--- src/rtl/kw11p_pkg.sv ---
// kw11p_pkg: shared register offsets, CSR bit positions, RATE codes and ident word
package kw11p_pkg;
  localparam logic [1:0] OFF_CSR = 2'd0;
  localparam logic [1:0] OFF_CSB = 2'd1;
  localparam logic [1:0] OFF_CTR = 2'd2;
  localparam int CSR_ERR    = 15;
  localparam int CSR_DONE   = 7;
  localparam int CSR_IE     = 6;
  localparam int CSR_FIX    = 5;
  localparam int CSR_UP     = 4;
  localparam int CSR_REPEAT = 3;
  localparam int CSR_RATE   = 1;
  localparam int CSR_RUN    = 0;
  typedef enum logic [1:0] {
    RATE_100K = 2'b00,
    RATE_10K  = 2'b01,
    RATE_LINE = 2'b10,
    RATE_EXT  = 2'b11
  } rate_e;
  localparam logic [31:0] IDENT = 32'h4B571001;
endpackage

--- src/rtl/kw11p_if.sv ---
// kw11p_if: Unibus-style slave bus (address, control, data, INIT, MSYN in; data, SSYN out)
interface kw11p_if;
  logic [17:0] a_in_h;
  logic [1:0]  c_in_h;
  logic [15:0] d_in_h;
  logic        init_in_h;
  logic        msyn_in_h;
  logic [15:0] d_out_h;
  logic        ssyn_out_h;
  modport master (output a_in_h, c_in_h, d_in_h, init_in_h, msyn_in_h, input d_out_h, ssyn_out_h);
  modport slave (input a_in_h, c_in_h, d_in_h, init_in_h, msyn_in_h, output d_out_h, ssyn_out_h);
endinterface

--- src/rtl/kw11p_intreq.sv ---
// kw11p_intreq: level-to-request interrupt helper
// Ports: clk/rst; rqst level in; intreq/irvec out; intgnt/igvec grant in.
// Once granted, the request stays down until rqst itself drops.
module kw11p_intreq #(
  parameter logic [7:0] VEC = 8'o104
) (
  input  logic       clk,
  input  logic       rst,
  input  logic       rqst,
  input  logic       intgnt,
  input  logic [7:0] igvec,
  output logic       intreq,
  output logic [7:0] irvec
);
  logic intreq_q, intreq_d, acked_q, acked_d;
  always_comb begin
    acked_d = rqst & (acked_q | (intreq_q & intgnt & (igvec == VEC)));
    intreq_d = rqst & ~acked_d;
    intreq = intreq_q;
    irvec = intreq_q ? VEC : 8'd0;
  end
  always_ff @(posedge clk) begin
    if (rst) begin
      intreq_q <= 1'b0;
      acked_q <= 1'b0;
    end else begin
      intreq_q <= intreq_d;
      acked_q <= acked_d;
    end
  end
endmodule

--- src/rtl/kw11p.sv ---
// kw11p: KW11-P programmable real-time clock (CSR, CSB, CTR) on a Unibus-style slave
// Ports: CLOCK/RESET; ARM side armwrite/armraddr/armwaddr/armwdata/armrdata;
// extclk count source; intreq/irvec/intgnt/igvec interrupt; bus slave interface.
module kw11p import kw11p_pkg::*; #(
  parameter int          CLKHZ   = 100000000,
  parameter int          LINEHZ  = 60,
  parameter logic [17:0] CSRADDR = 18'o772540,
  parameter logic [7:0]  INTVEC  = 8'o104
) (
  input  logic        CLOCK,
  input  logic        RESET,
  input  logic        armwrite,
  input  logic        armraddr,
  input  logic        armwaddr,
  input  logic [31:0] armwdata,
  output logic [31:0] armrdata,
  input  logic        extclk,
  output logic        intreq,
  output logic [7:0]  irvec,
  input  logic        intgnt,
  input  logic [7:0]  igvec,
  kw11p_if.slave      bus
);
  localparam int PRE = CLKHZ / 100000;
  localparam int LINE = CLKHZ / LINEHZ;
  localparam int PW = $clog2(PRE + 1);
  localparam int LW = $clog2(LINE + 1);
  logic [PW-1:0] pre_q, pre_d;
  logic [3:0] dec_q, dec_d;
  logic [LW-1:0] line_q, line_d;
  logic enable_q, enable_d, ext_q, ext_d, err_q, err_d, done_q, done_d, ssyn_q, ssyn_d;
  logic [6:0] ctl_q, ctl_d, ctl_w;
  logic [15:0] csb_q, csb_d, ctr_q, ctr_d, dout_q, dout_d, csb_w, cnt_nxt, csr_word;
  logic [1:0] off;
  logic clr, tick100, tick10, tick_line, tick, hit, acc, wr, rd, csr_wr, csb_wr, csr_rd, cnt_ev, ovf;
  logic unused_ok;
  assign unused_ok = ^armwdata[30:0];
  always_comb begin
    clr = RESET | bus.init_in_h;
    tick100 = pre_q == PW'(PRE - 1);
    tick10 = tick100 & (dec_q == 4'd9);
    tick_line = line_q == LW'(LINE - 1);
    pre_d = tick100 ? '0 : pre_q + 1'b1;
    dec_d = tick10 ? 4'd0 : dec_q + {3'd0, tick100};
    line_d = tick_line ? '0 : line_q + 1'b1;
    ext_d = extclk;
    tick = ctl_q[CSR_RATE +: 2] == RATE_100K ? tick100 :
           ctl_q[CSR_RATE +: 2] == RATE_10K  ? tick10 :
           ctl_q[CSR_RATE +: 2] == RATE_LINE ? tick_line : extclk & ~ext_q;
    off = bus.a_in_h[2:1];
    hit = (bus.a_in_h[17:3] == CSRADDR[17:3]) && (off != 2'd3);
    // SSYN low gates the start so a held MSYN yields exactly one access
    acc = enable_q & bus.msyn_in_h & hit & ~ssyn_q;
    wr = acc & bus.c_in_h[1];
    rd = acc & ~bus.c_in_h[1];
    csr_wr = wr & (off == OFF_CSR) & ~(bus.c_in_h[0] & bus.a_in_h[0]);
    csb_wr = wr & (off == OFF_CSB);
    csr_rd = rd & (off == OFF_CSR);
    csb_w = ~bus.c_in_h[0] ? bus.d_in_h :
            bus.a_in_h[0] ? {bus.d_in_h[15:8], csb_q[7:0]} : {csb_q[15:8], bus.d_in_h[7:0]};
    ctl_w = csr_wr ? bus.d_in_h[6:0] & 7'b1011111 : ctl_q;
    // a tick needs RUN both before and after any same-cycle CSR write
    cnt_ev = ~csb_wr & ((tick & ctl_q[CSR_RUN] & ctl_w[CSR_RUN]) |
             (csr_wr & bus.d_in_h[CSR_FIX] & ~bus.d_in_h[CSR_RUN]));
    cnt_nxt = ctl_w[CSR_UP] ? ctr_q + 1'b1 : ctr_q - 1'b1;
    ovf = cnt_ev & (cnt_nxt == 16'd0);
    ctl_d = {ctl_w[6:1], ctl_w[CSR_RUN] & ~(ovf & ~ctl_w[CSR_REPEAT])};
    // overflow wins over the read-clear; ERR then keeps its old value
    done_d = ovf | (done_q & ~csr_rd);
    err_d = ovf ? err_q | (done_q & ~csr_rd) : err_q & ~csr_rd;
    ctr_d = csb_wr ? csb_w : ovf ? (ctl_w[CSR_REPEAT] ? csb_q : 16'd0) : cnt_ev ? cnt_nxt : ctr_q;
    csb_d = csb_wr ? csb_w : csb_q;
    csr_word = {err_q, 7'd0, done_q, ctl_q};
    dout_d = rd ? (off == OFF_CSR ? csr_word : off == OFF_CTR ? ctr_q : 16'd0) :
             bus.msyn_in_h ? dout_q : 16'd0;
    ssyn_d = acc | (ssyn_q & bus.msyn_in_h);
    enable_d = (armwrite & armwaddr) ? armwdata[31] : enable_q;
    armrdata = armraddr ? {enable_q, err_q, 6'd0, csr_word[7:0], ctr_q} : IDENT;
    bus.d_out_h = dout_q;
    bus.ssyn_out_h = ssyn_q;
  end
  always_ff @(posedge CLOCK) begin
    if (RESET) begin
      enable_q <= 1'b0;
      pre_q <= '0;
      dec_q <= 4'd0;
      line_q <= '0;
    end else begin
      enable_q <= enable_d;
      pre_q <= pre_d;
      dec_q <= dec_d;
      line_q <= line_d;
    end
  end
  always_ff @(posedge CLOCK) begin
    if (clr) begin
      ext_q <= 1'b0;
      err_q <= 1'b0;
      done_q <= 1'b0;
      ctl_q <= 7'd0;
      csb_q <= 16'd0;
      ctr_q <= 16'd0;
      dout_q <= 16'd0;
      ssyn_q <= 1'b0;
    end else begin
      ext_q <= ext_d;
      err_q <= err_d;
      done_q <= done_d;
      ctl_q <= ctl_d;
      csb_q <= csb_d;
      ctr_q <= ctr_d;
      dout_q <= dout_d;
      ssyn_q <= ssyn_d;
    end
  end
  kw11p_intreq #(.VEC(INTVEC)) u_intreq (
    .clk(CLOCK),
    .rst(clr),
    .rqst(done_q & ctl_q[CSR_IE]),
    .intgnt(intgnt),
    .igvec(igvec),
    .intreq(intreq),
    .irvec(irvec)
  );
endmodule
--- src/flat_wrapper.sv ---
// flat-port wrapper written by rule: the top's interface ports become plain ports
module kw11p_flat import kw11p_pkg::*;
#(
  parameter int          CLKHZ   = 100000000,
  parameter int          LINEHZ  = 60,
  parameter logic [17:0] CSRADDR = 18'o772540,
  parameter logic [7:0]  INTVEC  = 8'o104
)
  (CLOCK, RESET, armwrite, armraddr, armwaddr, armwdata, armrdata, extclk, intreq, irvec, intgnt, igvec, bus_a_in_h, bus_c_in_h, bus_d_in_h, bus_init_in_h, bus_msyn_in_h, bus_d_out_h, bus_ssyn_out_h);
  kw11p_if bus_i ();
  input  logic CLOCK;
  input  logic RESET;
  input  logic armwrite;
  input  logic armraddr;
  input  logic armwaddr;
  input  logic [31:0] armwdata;
  output logic [31:0] armrdata;
  input  logic extclk;
  output logic intreq;
  output logic [7:0] irvec;
  input  logic intgnt;
  input  logic [7:0] igvec;
  input wire logic [$bits(bus_i.a_in_h)-1:0] bus_a_in_h;
  input wire logic [$bits(bus_i.c_in_h)-1:0] bus_c_in_h;
  input wire logic [$bits(bus_i.d_in_h)-1:0] bus_d_in_h;
  input wire logic [$bits(bus_i.init_in_h)-1:0] bus_init_in_h;
  input wire logic [$bits(bus_i.msyn_in_h)-1:0] bus_msyn_in_h;
  output wire logic [$bits(bus_i.d_out_h)-1:0] bus_d_out_h;
  output wire logic [$bits(bus_i.ssyn_out_h)-1:0] bus_ssyn_out_h;
  assign bus_i.a_in_h = bus_a_in_h;
  assign bus_i.c_in_h = bus_c_in_h;
  assign bus_i.d_in_h = bus_d_in_h;
  assign bus_i.init_in_h = bus_init_in_h;
  assign bus_i.msyn_in_h = bus_msyn_in_h;
  assign bus_d_out_h = bus_i.d_out_h;
  assign bus_ssyn_out_h = bus_i.ssyn_out_h;
  kw11p #(.CLKHZ(CLKHZ), .LINEHZ(LINEHZ), .CSRADDR(CSRADDR), .INTVEC(INTVEC)) u_core (.CLOCK(CLOCK), .RESET(RESET), .armwrite(armwrite), .armraddr(armraddr), .armwaddr(armwaddr), .armwdata(armwdata), .armrdata(armrdata), .extclk(extclk), .intreq(intreq), .irvec(irvec), .intgnt(intgnt), .igvec(igvec), .bus(bus_i));
endmodule
--- config.mk ---
export PLATFORM = sky130hd
export DESIGN_NAME = kw11p_flat
export DESIGN_NICKNAME = d
export VERILOG_FILES = /design/src/rtl/kw11p_pkg.sv /design/src/rtl/kw11p_if.sv /design/src/rtl/kw11p_intreq.sv /design/src/rtl/kw11p.sv /design/src/flat_wrapper.sv
export SDC_FILE = /design/constraint.sdc
export NUM_CORES = 1
export LEC_CHECK = 0
export ABC_CLOCK_PERIOD_IN_PS = 8200
export CAP_MARGIN = 20
export CORE_ASPECT_RATIO = 1.25
export CORE_MARGIN = 2
export CORE_UTILIZATION = 40
export CTS_CLUSTER_DIAMETER = 120
export DETAILED_ROUTE_END_ITERATION = 16
export GPL_TIMING_DRIVEN = 1
export PLACE_DENSITY = 0.74
export REMOVE_ABC_BUFFERS = 1
export SLEW_MARGIN = 20
export SYNTH_ARGS = -nofsm -noshare
export SYNTH_HDL_FRONTEND = slang
export SYNTH_SLANG_ARGS = --single-unit
--- constraint.sdc ---
create_clock -name CLOCK -period 8.2 [get_ports CLOCK]
set_input_delay 1.64 -clock CLOCK [delete_from_list [all_inputs] [get_ports CLOCK]]
set_output_delay 1.64 -clock CLOCK [all_outputs]
set_load 0.05 [all_outputs]
==> impl_metrics.ini, run 1 <==
[place]
hpwl_um = 11000
routabilityCongestion = 0.929
pre_cts_slack_ps = 1740
port_buffers = 101

[yosys]
netlist_instances = 689
synth_warnings = 0
yosys.area.top_type = dfxtp_1
ys.flop_type = dfxtp_1
ys_types = 66
ys_ff_latch = 96
synth_edf_count = 0
synth_async_sr_flop_share = 0
seq_area_frac_synth = 0.360
synth_area_leaders = dfxtp_1, nand2_1, nor2_1
synth_top_area_frac = 0.360
synth_area_mm2 = 0.00534
avgSynthCellArea_um2 = 7.75

[critical_path]
cp_top_family = simple AND/OR/NAND/NOR gates
crit_path_start_kind = input pin
crit_slowest_cell = and4bb_1
path_cells = clkdlybuf4s50_1 > nor4bb_1 > nand4_1 > o21ai_2 > nand2_4 > xnor2_1 > ha_1 > nor3_1 > nand2_1 > nor4_1 > o21a_1 > o211ai_1 > or4_4 > and4bb_1 > o221ai_2 > and3_1
crit_required_ps = 8440
critPathMaxStageDelay_ps = 570
crit_fanout = 11
worst-path-buf-inv = 1
end_kind = flip-flop
r2r_setup_slack_ps = 3500
arrival_ps = 6470
crit_type = in2reg

[timing]
slew_headroom = 0.400
setup_slack_ps = 1970
rsz0062_at_grt = false
drv_slew = 0
finalHoldViolations = 0
fin_tns_setup_ps = 0
setup-violations-final = 0
tightest_slew_ps = 900
period_share = 0.760
max_freq_mhz = 160
hold_slack_ps = 450
fin_crit_ps = 6230
clock_skew_ps = 2.36

[drt]
via_per_inst = 5.50
final_antenna_net_count = 0
met3_length_um = 1090
met1Wirelength_um = 6400
drtPass1Iterations = 6
routedWlPerCell_um = 15.9
drc_errors = 0
vias = 5170
dr.first_iter.drc_count = 345
wl_met2_um = 7070
highest_layer = met4
drt_wl_total_um = 15000

[grt]
grt_usage = 0.213
grt_pass1_wl_um = 24300
grt_pass1_vias = 4746
grt_overflow = 0
antenna_found_initial = 0
grt_start_max_net_pins = 46

[clock_tree]
cts_htree_levels = 3
numCtsBuffers = 9
cts_hold_buf = 0
clock_latency_ps = 340
post-cts-setup-buffers = 0
post_cts_resized = 0
cts_sinks = 96
clk_path_buf_depth = 2
cts_tree = yes
cts-root-buf = clkbuf_16
clk_pin_slew_ps = 70

[floorplanning]
die_w_um = 107
rows = 47
die_h_um = 133
dieArea_mm2 = 0.0143
core_area_mm2 = 0.0131
start_util = 0.407
io_pins = 143

[power]
ir_worst_vdd_uv = 76.5
p_leak_uw = 0.00233
powerDensity_mw_per_mm2 = 147

[cells_and_area]
fillerInstances = 1283
area_delta_synth_final_pct = 24.6
drive_gt1_frac = 0.0481
final_common_cell = nand2_1
final_nets = 856
final_cell_mix = nand2_1, clkdlybuf4s50_1, dfxtp_1
n_antenna_cell = 0

[flow_run]
maxCapViolations = 0

[min_path]
hold_class = reg2reg

[outcome]
outcome = finished, final reports clean
## flip-flops by register name, summed over array words and instances (netlist names), 4 cells and up
name and cells:
u_core.line_q 21, u_core.ctl_q 6, u_core.csb_q 16, u_core.dec_q 4, u_core.bus.d_out_h 16, u_core.ctr_q 16, u_core.pre_q 10
## worst min-delay path, cell delays in order (launching register included)
cell,delay (ps)
dfxtp_1,310
nand2_1,50
a21oi_1,50
## final cells by class
cell class                 instances  area, um2  area share
clock buffer                       9        225      0.0338
clock inverter                     7       72.6      0.0109
inverter                          10       37.5     0.00564
multi-input combinational        542       3140       0.472
sequential                        96       1920       0.289
tap                              171        214      0.0322
timing repair buffer             105       1040       0.156
## path summary, 6_finish.rpt
kind,start,to,depth (start not counted)
setup / recovery,bus_a_in_h[7],u_core.ctr_q[0],16
hold / removal,u_core.bus.d_out_h[14],u_core.bus.d_out_h[14],2
setup reg to reg,u_core.bus.ssyn_out_h,u_core.ctr_q[0],15
hold reg to reg,u_core.bus.d_out_h[14],u_core.bus.d_out_h[14],2
## per-layer routing
| metal | track usage | vias up |
|---|---|---|
| met3 | 0.0377 | 31 |
| met5 | 0 | - |
| met1 | 0.279 | 2382 |
| met4 | 0.0876 | 0 |
| met2 | 0.347 | 211 |
| li1 | - | 2546 |
## Yosys cell counts, types with 3 or more instances
cell      instances
ha_1              7
nor4_1           10
nand2_1         122
and4_1            5
a21oi_1          51
inv_1             9
o21a_1            4
nor4bb_1          6
a222oi_1          8
nand4_1          11
and2_1           23
buf_6             3
a211oi_1          6
and3_1           12
xor2_1           25
nand3_1          29
o311ai_0          4
buf_4            15
or2_2             4
nor2_1           79
xnor2_1          14
mux2i_1          10
clkbuf_1         30
dfxtp_1          96
nor3_1            7
a31oi_1           9
nor2b_1           3
nand4b_1          4
o21ai_0          17
nor4b_1           4
or3_1             8
nand2b_1         13
## stage by stage
stage	cells	total power, uW	utilization	area (um2)
2_1_floorplan	648	521	-	5090
3_3_place_gp	924	567	0.485	6360
3_5_place_dp	924	567	0.485	6360
4_1_cts	940	985	0.507	6650
5_1_grt	940	1010	0.507	6650
6_report	940	977	0.507	6650
## cells by family (layout without fill, tap and decap cells)
group / after synthesis / after routing / share of synthesized area
mux: 11 / 11 / 0.0209
buf+inv: 60 / 131 / 0.0591
simple gates: 351 / 351 / 0.325
other cells: 1 / 10 / 0.000702
xor+xnor: 39 / 39 / 0.0640
flops: 96 / 96 / 0.360
fa+ha+maj: 7 / 7 / 0.0164
compound gates: 124 / 124 / 0.154
## power breakdown
group          internal (uW)  leakage, uW  total [uW]  switching (uW)
clock network            236     0.000141         420             183
registers                469     0.000774         472            2.81
logic                   34.7      0.00141        85.0            50.3
total                    740      0.00233         977             237
(Power assumes the default switching activity.)
==> inputs of run 2 (changes only) <==
--- a/config.mk
+++ b/config.mk
@@ -5,7 +5,7 @@
 export SDC_FILE = /design/constraint.sdc
 export NUM_CORES = 1
 export LEC_CHECK = 0
-export ABC_CLOCK_PERIOD_IN_PS = 8200
+export ABC_CLOCK_PERIOD_IN_PS = 5600
 export CAP_MARGIN = 20
 export CORE_ASPECT_RATIO = 1.25
 export CORE_MARGIN = 2
@@ -13,7 +13,7 @@
 export CTS_CLUSTER_DIAMETER = 120
 export DETAILED_ROUTE_END_ITERATION = 16
 export GPL_TIMING_DRIVEN = 1
-export PLACE_DENSITY = 0.74
+export PLACE_DENSITY = 0.77
 export REMOVE_ABC_BUFFERS = 1
 export SLEW_MARGIN = 20
 export SYNTH_ARGS = -nofsm -noshare
==> constraint.sdc (replaced) <==
create_clock -name CLOCK -period 5.6 [get_ports CLOCK]
set_input_delay 1.12 -clock CLOCK [delete_from_list [all_inputs] [get_ports CLOCK]]
set_output_delay 1.12 -clock CLOCK [all_outputs]
set_load 0.05 [all_outputs]
==> run 2 against run 1 <==
Largest cell class unchanged. Non-clock buffer count rose by 12. Core utilization rose by 0.83 points. Total power rose by 49%. Clock power rose by 54%. Sequential cell count did not move. Die area did not move.
==> impl_metrics.ini, run 2 (synthesis results as in run 1) <==
[outcome]
outcome = finished, final reports clean

[clock_tree]
cts_tree = yes
cts_hold_buf = 0
cts_sinks = 96
clk_path_buf_depth = 2
clk_pin_slew_ps = 70
cts_htree_levels = 3
post-cts-setup-buffers = 0
clock_latency_ps = 350
post_cts_resized = 0
cts-root-buf = clkbuf_16
numCtsBuffers = 9

[critical_path]
worst-path-stages = 16
crit_path_start_kind = input pin
path_cells = clkdlybuf4s50_1 > a2111o_1 > or2_1 > nand2_4 > xnor2_1 > ha_1 > nor3_1 > nand2_1 > nor4_1 > o21a_1 > o211ai_1 > or4_4 > and4bb_1 > buf_4 > nor2_1 > a211oi_2
crit_required_ps = 5870
crit_type = in2reg
arrival_ps = 5280
crit_slowest_cell = a2111o_1
critPathMaxStageDelay_ps = 580
r2r.worst_path.cells = 16
end_kind = flip-flop
worst-path-buf-inv = 2
cp_top_family = simple AND/OR/NAND/NOR gates
crit_fanout = 8

[drt]
drc_errors = 0
via_per_inst = 5.56
vias = 5290
drtPass1Iterations = 5
final_antenna_net_count = 0
dr.first_iter.drc_count = 398
routedWlPerCell_um = 15.8
drt_wl_total_um = 15000

[power]
p_leak_uw = 0.00240
ir_worst_vdd_uv = 148
powerDensity_mw_per_mm2 = 216

[place]
hpwl_um = 11000
routabilityCongestion = 0.956
port_buffers = 101
dp.cells = 936

[flow_run]
maxCapViolations = 0

[cells_and_area]
final_core_util = 0.516
final_nets = 868
final_common_cell = nand2_1
n_antenna_cell = 0
regMostFlops = u_core.line_q
area_delta_synth_final_pct = 26.7
drive_gt1_frac = 0.0627
seqCellArea_mm2 = 0.00192
fin_cells = 952
final_cell_mix = nand2_1, clkdlybuf4s50_1, dfxtp_1
multi_input_area_mm2 = 0.00314
fillerInstances = 1285
largest_register_ffs = 21

[timing]
fin_crit_ps = 5010
finalHoldViolations = 0
rsz0062_at_grt = false
max_freq_mhz = 200
tightest_slew_ps = 820
clock_skew_ps = 4.89
setup-violations-final = 0
slew_headroom = 0.452
period_share = 0.894
fin_tns_setup_ps = 0
drv_slew = 0
hold_slack_ps = 450

[grt]
grt_overflow = 0
grt_usage = 0.217
grt_pass1_vias = 5028
grt_pass1_wl_um = 24700
grt_start_max_net_pins = 46
antenna_found_initial = 0

[floorplanning]
dieArea_mm2 = 0.0143
start_util = 0.407
core_area_mm2 = 0.0131
rows = 47
io_pins = 143
die_h_um = 133
die_w_um = 107

[min_path]
hold_class = reg2reg
worst_hold_path.num_cells = 2
run 2: cell count changes in the layout (fill, tap and decap cells not counted):
cell        change
inv_8           +1
clkinvlp_4      -1
inv_6           +1
clkinv_8        +1
clkinv_2        -2
buf_4          +12
run 2: worst min-delay path: cells and delay by family, from the launching register on:
family	cells	cell delay (ps)
flops	1	310
simple gates	1	50
compound gates	1	50
run 2: area by class of cell:
type	instances	share of cell area
Clock buffer	9	0.0333
Clock inverter	7	0.0135
Sequential cell	96	0.284
Timing Repair Buffer	117	0.167
Tap cell	171	0.0316
Inverter	10	0.00555
Multi-Input combinational cell	542	0.465
run 2: stage by stage:
step	power (uW)	setup WS [ps]	instance area (um2)
floorplan	763	906	5090
global placement	828	322	6440
detailed placement	830	274	6450
CTS	1480	626	6760
global route	1520	274	6760
finish	1460	593	6760
run 2: layer usage:
metal  routed length [um]  global-route usage  vias up
li1                     -                   -     2577
met3                 1100              0.0435       48
met2                 7230               0.363      211
met5                    0                   0        -
met1                 6130               0.264     2454
met4                  535               0.105        0
run 2: path summary, 6_finish.rpt:
path	start	end	slack [ps]
max	bus_a_in_h[1]	u_core.ctr_q[1]	590
min reg2reg	u_core.bus.d_out_h[5]	u_core.bus.d_out_h[5]	450
min	u_core.bus.d_out_h[5]	u_core.bus.d_out_h[5]	450
max reg2reg	u_core.bus.ssyn_out_h	u_core.ctr_q[1]	1550
run 2: power by group:
group          internal, uW  switching [uW]
clock                   356             289
combinational          51.4            72.4
sequential              686            4.03
total                  1090             365
